<file path="config.mk">
export PLATFORM = sky130hd
export DESIGN_NAME = key_event_fifo_flat
export DESIGN_NICKNAME = d
export VERILOG_FILES = /design/src/rtl/key_event_fifo_pkg.sv /design/src/rtl/key_event_fifo_if.sv /design/src/rtl/key_event_fifo_sync_fifo.sv /design/src/rtl/key_event_fifo.sv /design/src/flat_wrapper.sv
export SDC_FILE = /design/constraint.sdc
export NUM_CORES = 1
export LEC_CHECK = 0
export ABC_AREA = 1
export CAP_MARGIN = 20
export CORE_ASPECT_RATIO = 1.2
export CORE_MARGIN = 2
export CORE_UTILIZATION = 50
export DETAILED_ROUTE_END_ITERATION = 8
export HOLD_SLACK_MARGIN = 0.15
export PLACE_DENSITY = 0.74
export SYNTH_ARGS = -nofsm -noshare
export SYNTH_HDL_FRONTEND = slang
export SYNTH_SLANG_ARGS = --single-unit
</file>
<file path="constraint.sdc">
create_clock -name clk -period 1.95 [get_ports clk]
set_clock_uncertainty 0.2 [all_clocks]
set_input_delay 0.195 -clock clk [delete_from_list [all_inputs] [get_ports clk]]
set_output_delay 0.195 -clock clk [all_outputs]
set_load 0.03 [all_outputs]
</file>
<file path="src/rtl/key_event_fifo_pkg.sv">
// Shared definitions for the key event path: default sizing and key code names.
package key_pkg;

  localparam int NUM_KEYS_DEF = 7;
  localparam int CODE_W_DEF   = 3;

  typedef enum logic [CODE_W_DEF-1:0] {
    KEY0 = 3'd0,
    KEY1 = 3'd1,
    KEY2 = 3'd2,
    KEY3 = 3'd3,
    KEY4 = 3'd4,
    KEY5 = 3'd5,
    KEY6 = 3'd6
  } key_code_e;

endpackage

</file>
<file path="src/rtl/key_event_fifo_if.sv">
// Valid/ready key event channel between the event FIFO and its consumer.
interface key_event_fifo_if
  import key_pkg::*;
#(
  parameter int CODE_W = CODE_W_DEF
) ();

  logic              evt_valid;
  logic [CODE_W-1:0] evt_code;
  logic              evt_ready;

  modport master (output evt_valid, output evt_code, input evt_ready);
  modport slave  (input evt_valid, input evt_code, output evt_ready);

endinterface

</file>
<file path="src/rtl/key_event_fifo_sync_fifo.sv">
// Show-ahead synchronous FIFO; head data comes straight from registered storage.
module sync_fifo #(
  parameter int WIDTH = 8,
  parameter int DEPTH = 8
) (
  input  logic                     clk,
  input  logic                     rst,
  input  logic                     push,
  input  logic [WIDTH-1:0]         wdata,
  input  logic                     pop,
  output logic [WIDTH-1:0]         rdata,
  output logic [$clog2(DEPTH):0]   level,
  output logic                     full,
  output logic                     empty
);

  localparam int AW = $clog2(DEPTH);

  logic [WIDTH-1:0] mem [DEPTH];
  logic [AW-1:0]    wr_ptr;
  logic [AW-1:0]    rd_ptr;
  logic             do_push;
  logic             do_pop;

  assign empty   = (level == '0);
  assign full    = (level == (AW+1)'(DEPTH));
  assign do_pop  = pop & ~empty;
  // A push into a full FIFO is accepted when the head leaves in the same cycle.
  assign do_push = push & (~full | do_pop);
  assign rdata   = mem[rd_ptr];

  always_ff @(posedge clk) begin
    if (do_push) begin
      mem[wr_ptr] <= wdata;
    end
  end

  always_ff @(posedge clk) begin
    if (rst) begin
      wr_ptr <= '0;
      rd_ptr <= '0;
      level  <= '0;
    end else begin
      if (do_push) begin
        wr_ptr <= wr_ptr + AW'(1);
      end
      if (do_pop) begin
        rd_ptr <= rd_ptr + AW'(1);
      end
      unique case ({do_push, do_pop})
        2'b10:   level <= level + (AW+1)'(1);
        2'b01:   level <= level - (AW+1)'(1);
        default: level <= level;
      endcase
    end
  end

endmodule

</file>
<file path="src/rtl/key_event_fifo.sv">
// Serializes debounced key press pulses into a prioritized, buffered stream of key codes.
module key_event_fifo
  import key_pkg::*;
#(
  parameter int NUM_KEYS = NUM_KEYS_DEF,
  parameter int CODE_W   = CODE_W_DEF,
  parameter int DEPTH    = 8
) (
  input  logic                     clk,
  input  logic                     rst,
  input  logic [NUM_KEYS-1:0]      key_flag,
  key_event_fifo_if.master         evt,
  output logic [$clog2(DEPTH):0]   fifo_level,
  output logic [7:0]               drop_cnt
);

  logic [NUM_KEYS-1:0] pend;
  logic [NUM_KEYS-1:0] grant;
  logic [CODE_W-1:0]   grant_code;
  logic                found;
  logic                push;
  logic                push_ok;
  logic                pop;
  logic                merge;
  logic                full;
  logic                empty;
  logic [CODE_W-1:0]   head_code;

  assign pop     = evt.evt_valid & evt.evt_ready;
  assign push_ok = ~full | pop;

  // Lowest-index pending key wins; grant stays clear when no slot is available.
  always_comb begin
    grant      = '0;
    grant_code = '0;
    found      = 1'b0;
    for (int unsigned i = 0; i < NUM_KEYS; i++) begin
      if (pend[i] && !found) begin
        found      = 1'b1;
        grant_code = CODE_W'(i);
        grant[i]   = push_ok;
      end
    end
  end

  assign push  = |grant;
  assign merge = |(key_flag & pend & ~grant);

  always_ff @(posedge clk) begin
    if (rst) begin
      pend     <= '0;
      drop_cnt <= '0;
    end else begin
      pend <= (pend & ~grant) | key_flag;
      if (merge && drop_cnt != '1) begin
        drop_cnt <= drop_cnt + 8'd1;
      end
    end
  end

  sync_fifo #(
    .WIDTH (CODE_W),
    .DEPTH (DEPTH)
  ) u_fifo (
    .clk   (clk),
    .rst   (rst),
    .push  (push),
    .wdata (grant_code),
    .pop   (pop),
    .rdata (head_code),
    .level (fifo_level),
    .full  (full),
    .empty (empty)
  );

  assign evt.evt_valid = ~empty;
  assign evt.evt_code  = empty ? '0 : head_code;

endmodule

</file>
<file path="src/flat_wrapper.sv">
// flat-port wrapper written by rule: the top's interface ports become plain ports
module key_event_fifo_flat import key_pkg::*;
#(
  parameter int NUM_KEYS = NUM_KEYS_DEF,
  parameter int CODE_W   = CODE_W_DEF,
  parameter int DEPTH    = 8
)
  (clk, rst, key_flag, fifo_level, drop_cnt, evt_evt_valid, evt_evt_code, evt_evt_ready);
  key_event_fifo_if #(.CODE_W(CODE_W)) evt_i ();
  input  logic clk;
  input  logic rst;
  input  logic [NUM_KEYS-1:0] key_flag;
  output logic [$clog2(DEPTH):0] fifo_level;
  output logic [7:0] drop_cnt;
  output wire logic [$bits(evt_i.evt_valid)-1:0] evt_evt_valid;
  output wire logic [$bits(evt_i.evt_code)-1:0] evt_evt_code;
  input wire logic [$bits(evt_i.evt_ready)-1:0] evt_evt_ready;
  assign evt_evt_valid = evt_i.evt_valid;
  assign evt_evt_code = evt_i.evt_code;
  assign evt_i.evt_ready = evt_evt_ready;
  key_event_fifo #(.NUM_KEYS(NUM_KEYS), .CODE_W(CODE_W), .DEPTH(DEPTH)) u_core (.clk(clk), .rst(rst), .key_flag(key_flag), .evt(evt_i), .fifo_level(fifo_level), .drop_cnt(drop_cnt));
endmodule
</file>
# Yosys cells after proc, flatten, opt, wreduce, memory -nomap -nowiden
# Memory sizes are Yosys's and may differ from the RTL's. A register that Yosys moved wholly into a read port is not among the register bits.
# Index checks and enable logic that the tools add are counted.
[op_classes]
reduce_logical = 17
bitwise = 12
mux = 25
eq_ne = 4
addsub = 5
[ops]
columns = ["operator", "n"]
rows = [
  ["$and 7x7->7", 3],
  ["$mux 3", 6],
  ["$mux 1", 16],
  ["$reduce_or 7->1", 2],
  ["$add 8x1->8 const B", 1],
  ["$ne 8x8->1 const B", 1],
  ["$pmux 4 s2", 1],
  ["$logic_and 1x1->1", 7],
  ["$not 7->7", 1],
  ["$or 7x7->7", 1],
  ["$add 3x1->3 const B", 2],
  ["$logic_not 1->1", 6],
  ["$add 4x1->4 const B", 1],
  ["$eq 4x4->1 const B", 1],
  ["$logic_not 4->1", 1],
  ["$mux 2", 2],
  ["$sub 4x1->4 const B", 1],
  ["$and 1x1->1", 3],
  ["$eq 2x1->1 const B", 1],
  ["$eq 2x2->1 const B", 1],
  ["$not 1->1", 2],
  ["$or 1x1->1", 2],
  ["$reduce_bool 2->1", 1],
]
[word_totals]
ramBits = 24
memories = 1
ff_bits = 25
[memory_table]
columns = ["name", "words", "word_bits", "read_ports", "rd_ports_with_merged_regs", "write_ports", "line_no", "text"]
rows = [
  ["u_core.u_fifo.mem", 8, 3, 1, 1, 1, "key_event_fifo_sync_fifo.sv:19", "logic [WIDTH-1:0] mem [DEPTH];"],
]

# Logic depth before layout (Yosys ltp)
# Gate-level depths: netlist of the first run.
[depth]
ltp_word = 23
ltp_mapped = 12
ltp_nobuf = 12

# By module
# A second synthesis of the first run with hierarchy kept.
[unflattened]
hier_cells = 296
hier_area_um2 = 2494.9
[modules_own_cells]
columns = ["module", "instances", "cells_each", "area_each_um2"]
rows = [
  ["sync_fifo", 1, 164, 1621.6],
  ["key_event_fifo", 1, 132, 873.3],
]

# Worst setup path after synthesis of the first run
# OpenSTA, ideal clock, no wires.
[synth_timing]
path_type = "reg-to-reg"
startpoint = "register u_core.u_fifo.level[2]"
endpoint = "register u_core.u_fifo.level[2]"
n_path_buf = 0
path_stages_with_launch = 12
t_required_ps = 1635
slack_ps = -484
t_arrival_ps = 2119
setup_ps = 115
path_cell_list = "dfxtp_1 inv_1 nand2_2 nor2_1 nor2_1 ha_1 xor2_1 ha_1 a21oi_1 xnor2_1 o21ai_0 inv_1"
[synth_via]
word_cells_on_any_way = 23
[synth_lines]
columns = ["item", "line_no", "text"]
rows = [
  ["start: declaration", "key_event_fifo_sync_fifo.sv:12", "output logic [$clog2(DEPTH):0] level,"],
  ["start signal: assignment", "key_event_fifo_sync_fifo.sv:51", "2'b10: level <= level + (AW+1)'(1);"],
  ["start signal: assignment", "key_event_fifo_sync_fifo.sv:52", "2'b01: level <= level - (AW+1)'(1);"],
  ["start signal: assignment", "key_event_fifo_sync_fifo.sv:53", "default: level <= level;"],
  ["$logic_not 4->1 *", "key_event_fifo_sync_fifo.sv:25", "assign empty = (level == '0);"],
  ["$not 1->1 *", "key_event_fifo_sync_fifo.sv:27, key_event_fifo.sv:76", ""],
  ["$and 1x1->1", "key_event_fifo.sv:29", "assign pop = evt.evt_valid & evt.evt_ready;"],
  ["$and 1x1->1 *", "key_event_fifo_sync_fifo.sv:27", "assign do_pop = pop & ~empty;"],
  ["net u_core.u_fifo.do_pop", "key_event_fifo_sync_fifo.sv:23", "logic do_pop;"],
  ["$or 1x1->1", "key_event_fifo_sync_fifo.sv:29", "assign do_push = push & (~full | do_pop);"],
  ["$and 1x1->1", "key_event_fifo_sync_fifo.sv:29", ""],
  ["$eq 2x1->1 or $eq 2x2->1 (tied branches)", "key_event_fifo_sync_fifo.sv:50", "unique case ({do_push, do_pop})"],
  ["$pmux 4 s2 or $reduce_bool 2->1 (tied branches)", "--", ""],
]
# Mark *: on every way through the listed nets, which the timed path passes. The rest lies on a longest branch.
# A chain may end at the register's enable or synchronous reset.

# Worst setup path in the final report of the first run
[layout_timing]
startpoint = "register u_core.u_fifo.level[1]"
endpoint = "register u_core.u_fifo.level[2]"
[layout_via]
elab_chain_len = 9
word_cells_on_any_way = 23
[layout_rtl]
columns = ["item", "line_no", "text"]
rows = [
  ["$logic_not 4->1", "key_event_fifo_sync_fifo.sv:25", ""],
  ["$not 1->1", "key_event_fifo_sync_fifo.sv:27, key_event_fifo.sv:76", ""],
  ["$and 1x1->1", "key_event_fifo.sv:29", ""],
  ["$or 1x1->1", "key_event_fifo.sv:30", "assign push_ok = ~full | pop;"],
  ["$mux 1", "key_event_fifo.sv:38", "if (pend[i] && !found) begin"],
  ["$reduce_or 7->1", "key_event_fifo.sv:46", "assign push = |grant;"],
  ["$and 1x1->1", "key_event_fifo_sync_fifo.sv:29", ""],
  ["$eq 2x1->1 or $eq 2x2->1 (tied branches)", "key_event_fifo_sync_fifo.sv:50", ""],
  ["$pmux 4 s2 or $reduce_bool 2->1 (tied branches)", "--", ""],
]
# Several ways; a longest one is shown, not always the timed one.

==> results of run 1 <==
-- Yosys cell counts, types with 3 or more instances --
library cell | number | share of area, %
o21ai_0 | 23 | 4.6
xor2_1 | 7 | 2.4
nand3_2 | 6 | 2.4
nand3_1 | 8 | 1.6
o22ai_1 | 3 | 0.75
inv_2 | 3 | 0.45
nor2_1 | 42 | 6.3
ha_1 | 6 | 3.0
a21oi_1 | 24 | 4.8
dfxtp_1 | 28 | 22
inv_1 | 39 | 5.8
edfxtp_1 | 24 | 29
nand2_1 | 44 | 6.6
nor2_2 | 5 | 1.2
clkbuf_1 | 3 | 0.45
nand4_1 | 4 | 0.99
a31oi_1 | 4 | 0.99
-- report_power, final --
group / switching, mW / internal (mW)
combinational: 0.844 / 0.634
clock: 0.349 / 0.420
sequential: 0.100 / 1.31
-- how the worst max path moves through the flow --
| stage | startpoint | end | slack, ns |
|---|---|---|---|
| after floorplan | u_core.u_fifo.level[1] | u_core.u_fifo.level[2] | -0.08 |
| after global placement | evt_evt_ready | u_core.u_fifo.level[2] | -0.33 |
| after detailed placement | evt_evt_ready | u_core.u_fifo.level[2] | -0.36 |
| after CTS | flip-flop | evt_evt_code[1] | -0.17 |
| after global routing | u_core.u_fifo.level[1] | u_core.u_fifo.level[2] | -0.27 |
| final | u_core.u_fifo.level[1] | u_core.u_fifo.level[2] | -0.15 |
-- flip-flops by register name (all words and copies together), names as in the netlist, named ones only --
name	flops
u_core.drop_cnt	8
u_core.pend	7
u_core.u_fifo.level	4
u_core.u_fifo.mem	24
u_core.u_fifo.rd_ptr	3
u_core.u_fifo.wr_ptr	3
-- stage by stage --
step	total power, mW	hold slack, ns	cell area [µm²]	std cells
2_1_floorplan	2.22	0.0641	2570	294
3_3_place_gp	2.75	0.260	3160	412
3_5_place_dp	2.79	0.258	3160	412
4_1_cts	3.55	0.272	3330	425
5_1_grt	3.88	0.308	3410	426
6_report	3.65	0.268	3410	426
-- tightest hold or removal path: stages (launching register included) --
cell	delay [ns]
dfxtp_1	0.32
inv_1	0.05
a21oi_1	0.06
-- area by class of cell --
class	count	area, µm²	share of cell area (%)
sequential	52	1310	38.3
multi-input combinational	192	1150	33.7
timing repair buffer	69	586	17.2
inverter	45	175	5.13
clock buffer	6	82.6	2.42
tap	60	75.1	2.20
clock inverter	2	38.8	1.14
-- timing repair --
item	4_1_cts	5_1_grt
setup buffers	5	2
gates cloned	0	0
pin swaps	8	13
resized for setup	27	37
setup endpoints to repair	7	40
-- layer usage --
metal / GRT usage, % / vias to the layer above
li1: - / 1109
met5: 0 / -
met2: 42.1 / 26
met4: 7.45 / 0
met1: 19.6 / 988
met3: 5.07 / 8
-- kinds of logic (layout without fill, tap and decap cells) --
family	Yosys count	count (layout)	synth area share [%]
AO/OA/AOI/OAI	60	60	13.3
AND/OR/NAND/NOR	118	118	21.8
flip-flops	52	52	50.9
XOR/XNOR	8	8	2.79
adder cells (fa/ha/maj)	6	6	2.98
buffers and inverters	50	122	8.16
==> results_dict.tcl, run 1 <==
set metrics [dict create \
    outcome "finished, violations left" \
    violations "negative setup slack" \
    rsz0062_at_grt "yes" \
    vias 2131 \
    htree_levels 2 \
    cts_buffer_depth 2 \
    start_util_pct 51.3 \
    antenna_cells 0 \
    grt_max_degree 17 \
    crit_family "compound AO/OA/AOI/OAI gates" \
    io_pins 26 \
    fill_cells 397 \
    grt_pass1_wl_um 8570 \
    die_w_um 68.7 \
    final_common_cell "buf_4" \
    syn_area_per_cell_um2 8.55 \
    wl_met1_um 2010 \
    final_cell_mix "43 x buf_4, 40 x nor2_1, 37 x nand2_1, 30 x inv_1, 24 x edfxtp_1" \
    hold_buffers 0 \
    first_pass_iters 4 \
    period_needed_ns 2.10 \
    power_density_nw_per_um2 1070 \
    reg2regPathDepth 13 \
    first_iter_violations 99 \
    crit_cells 13 \
    maxCapViolations 0 \
    slew_headroom_pct 77.0 \
    ys_async_sr_fraction_pct 0 \
    numCtsBuffers 5 \
    syn-num-nets 310 \
    globalRouteOverflowTotal 0 \
    synth-seq-area-share_pct 50.9 \
    crit_slowest_cell "dfxtp_4" \
    crit_arrival_ns 2.11 \
    finalSetupViolCount 3 \
    drc 0 \
    hold-path-endpoint "u_core.u_fifo.rd_ptr[2]" \
    place_congestion 0.810 \
    clock_sinks 52 \
    tritoncts "yes" \
    p_leak_nw 1.49 \
    worst_slack_ns -0.147 \
    dpl_worst_slack_ns -0.362 \
    hp-class "reg -> reg" \
    path_buf_inv 3 \
    portBuffers 25 \
    synth-main-ff-cell "dfxtp_1" \
    wl_per_cell_um 12.6 \
    fmax_ghz 0.477 \
    fin_util_pct 69.6 \
    yosys_warnings 0 \
    area_delta_synth_final_pct 35.7 \
    routed_wl_um 5350 \
    syn_inst 294 \
    min_period_over_period_pct 108 \
    antenna_found_initial 0 \
    num_rows 28 \
    track_usage_pct 21.0 \
    grt_pass1_vias 2065 \
    netlist_area_um2 2510 \
    dp_hpwl_um 3930 \
    vias_per_cell 5.00 \
    max_stage_delay_ns 0.37 \
    core_um2 4900 \
    r2r-end "u_core.u_fifo.level[2]" \
    clk_pin_slew_ns 0.10 \
    drive_above_1_share_pct 32.8 \
    drt.antenna.violating_nets 0 \
    met3_length_um 169 \
    worstSkewPairLatency_ns 0.31 \
    whs_path_depth 2 \
    dr_wl_met2_um 3080 \
    die_h_um 81.7 \
    hold_viol 0 \
    die_area_um2 5620 \
    path_max_fanout 3 \
    end_kind "flip-flop" \
    nets 381 \
    setup_tns_ns -0.294 \
    tightest_slew_ns 0.344 \
    critPathKind "reg -> reg" \
    synth-edff-count 24 \
    min_from "u_core.u_fifo.rd_ptr[2]" \
    root_buffer "clkbuf_8" \
    critPathLaunchType "flip-flop" \
    synth_seq_cells 52 \
    routed.top_layer "met4" \
    irDropWorstVdd_mv 0.733 \
    path_cells "nor2_4 -> nand2_4 -> nor2_4 -> a41oi_2 -> inv_2 -> ha_4 -> xor2_2 -> buf_4 -> ha_4 -> a21oi_2 -> xnor2_1 -> o21ai_1 -> inv_1" \
    crit-reg2reg-launch "u_core.u_fifo.level[1]" \
    rrSetupSlack_ns -0.15 \
    critPathRequiredTime_ns 1.96 \
    drv_slew 0 \
    ys_types 32 \
]
No activity file was read; power rests on OpenSTA's default activity.
==> inputs of run 2 (changes only) <==
--- a/config.mk
+++ b/config.mk
@@ -9,10 +9,10 @@
 export CAP_MARGIN = 20
 export CORE_ASPECT_RATIO = 1.2
 export CORE_MARGIN = 2
-export CORE_UTILIZATION = 50
+export CORE_UTILIZATION = 51
 export DETAILED_ROUTE_END_ITERATION = 8
 export HOLD_SLACK_MARGIN = 0.15
-export PLACE_DENSITY = 0.74
+export PLACE_DENSITY = 0.76
 export SYNTH_ARGS = -nofsm -noshare
 export SYNTH_HDL_FRONTEND = slang
 export SYNTH_SLANG_ARGS = --single-unit
==> results_dict.tcl, run 2 (same netlist as run 1, synthesis figures left out) <==
set metrics [dict create \
    start_util_pct 52.0 \
    first_iter_violations 79 \
    core_um2 4830 \
    dpl_worst_slack_ns -0.347 \
    nets 385 \
    rsz0062_at_grt "yes" \
    grt_pass1_vias 2074 \
    area_delta_synth_final_pct 37.3 \
    num_rows 28 \
    hold_buffers 0 \
    dp_hpwl_um 3930 \
    power_density_nw_per_um2 1050 \
    antenna_found_initial 0 \
    clock_sinks 52 \
    io_pins 26 \
    crit_slowest_cell "dfxtp_2" \
    largest_reg_flops 24 \
    fin_util_pct 71.4 \
    path_max_fanout 3 \
    wl_per_cell_um 13.3 \
    maxCapViolations 0 \
    htree_levels 2 \
    vias_per_cell 5.10 \
    setup_tns_ns -1.18 \
    globalRouteOverflowTotal 0 \
    violations "negative setup slack" \
    clk_pin_slew_ns 0.09 \
    max_stage_delay_ns 0.35 \
    hold_viol 0 \
    tightest_slew_ns 0.383 \
    die_area_um2 5510 \
    fmax_ghz 0.481 \
    vias 2191 \
    tritoncts "yes" \
    grt_pass1_wl_um 8580 \
    worst_slack_ns -0.130 \
    routed_wl_um 5710 \
    p_leak_nw 1.51 \
    first_pass_iters 5 \
    die_h_um 80.9 \
    critPathKind "reg -> reg" \
    grt_max_degree 17 \
    end_kind "flip-flop" \
    slew_headroom_pct 74.4 \
    root_buffer "clkbuf_8" \
    final_common_cell "buf_4" \
    place_congestion 0.818 \
    cts_buffer_depth 2 \
    top_regs "u_core.u_fifo.mem x24, u_core.drop_cnt x8, u_core.pend x7" \
    outcome "finished, violations left" \
    crit_arrival_ns 2.09 \
    critPathRequiredTime_ns 1.96 \
    worstSkewPairLatency_ns 0.31 \
    path_cells "nor2_4 -> nand3_2 -> clkinv_1 -> a41oi_2 -> inv_2 -> ha_4 -> xor2_2 -> ha_2 -> a21oi_2 -> xnor2_1 -> o21ai_1 -> inv_1" \
    drc 0 \
    regMostFlops "u_core.u_fifo.mem" \
    drive_above_1_share_pct 33.2 \
    numCtsBuffers 5 \
    drt.antenna.violating_nets 0 \
    portBuffers 25 \
    critPathLaunchType "flip-flop" \
    drv_slew 0 \
    track_usage_pct 20.3 \
    final_cell_mix "48 x buf_4, 39 x nor2_1, 39 x nand2_1, 28 x inv_1, 24 x edfxtp_1" \
    period_needed_ns 2.08 \
    die_w_um 68.1 \
    finalSetupViolCount 16 \
    hp-class "reg -> reg" \
    antenna_cells 0 \
    min_period_over_period_pct 107 \
    irDropWorstVdd_mv 0.686 \
]
==> run 2: cell count changes in the layout (fill, tap and decap cells not counted), sizes merged <==
cell / delta
dlymetal6s2s: +1
buf: +5
clkdlybuf4s15: -1
clkbuf: -1
==> run 2: cell type report <==
| type | count | area [µm²] |
|---|---|---|
| clock buffer | 6 | 82.6 |
| clock inverter | 2 | 38.8 |
| fill | 372 | 1380 |
| inverter | 45 | 171 |
| multi-input combinational | 192 | 1160 |
| sequential | 52 | 1300 |
| tap | 60 | 75.1 |
| timing repair buffer | 73 | 624 |
==> run 2: worst paths after layout <==
kind | slack [ns] | start | cells after the start | to
worst max-delay path | -0.13 | u_core.pend[0] | 12 | u_core.u_fifo.level[2]
worst min register to register | 0.28 | u_core.u_fifo.rd_ptr[2] | 2 | u_core.u_fifo.rd_ptr[2]
worst min-delay path | 0.28 | u_core.u_fifo.rd_ptr[2] | 2 | u_core.u_fifo.rd_ptr[2]
worst max register to register | -0.13 | u_core.pend[0] | 12 | u_core.u_fifo.level[2]
==> run 2: critical path: cells and delay by family, from the launching register on <==
kind	cells	cell delay (ns)
AO/OA/AOI/OAI	3	0.27
XOR/XNOR	2	0.31
adder cells (fa/ha/maj)	2	0.39
buffers and inverters	3	0.24
flip-flops	1	0.35
AND/OR/NAND/NOR	2	0.22
==> run 2: report_power, final <==
part / total [mW] / switching [mW] / leakage (nW) / internal, mW
Sequential: 1.41 / 0.101 / 0.459 / 1.30
Combinational: 1.47 / 0.853 / 0.986 / 0.621
Clock: 0.760 / 0.340 / 0.0614 / 0.419
==> run 2: through the flow <==
step / hold slack, ns / total power [mW] / area, µm² / cells
after floorplan: 0.0641 / 2.22 / 2570 / 294
after detailed placement: 0.261 / 2.75 / 3160 / 413
after CTS: 0.280 / 3.53 / 3320 / 424
after global routing: 0.299 / 3.84 / 3450 / 430
after global placement: 0.248 / 2.72 / 3160 / 413
final: 0.277 / 3.64 / 3450 / 430
==> run 2: timing repair <==
| action | in CTS | in global routing |
|---|---|---|
| setup endpoints to repair | 8 | 36 |
| pin swaps | 5 | 9 |
| buffers inserted | 3 | 6 |
| gates resized for setup | 8 | 32 |
==> run 2: layer usage <==
layer / wire, µm / global-route usage, %
met2: 3200 / 39.4
met4: 55 / 4.20
met5: 0 / 0
met1: 2240 / 22.2
met3: 209 / 3.74
==> inputs of run 3 (changes only) <==
--- a/config.mk
+++ b/config.mk
@@ -6,7 +6,7 @@
 export NUM_CORES = 1
 export LEC_CHECK = 0
 export ABC_AREA = 1
-export CAP_MARGIN = 20
+export CAP_MARGIN = 30
 export CORE_ASPECT_RATIO = 1.2
 export CORE_MARGIN = 2
 export CORE_UTILIZATION = 51
==> results of run 3 <==
Final layout, timing and power as in run 2 (identical DEF).
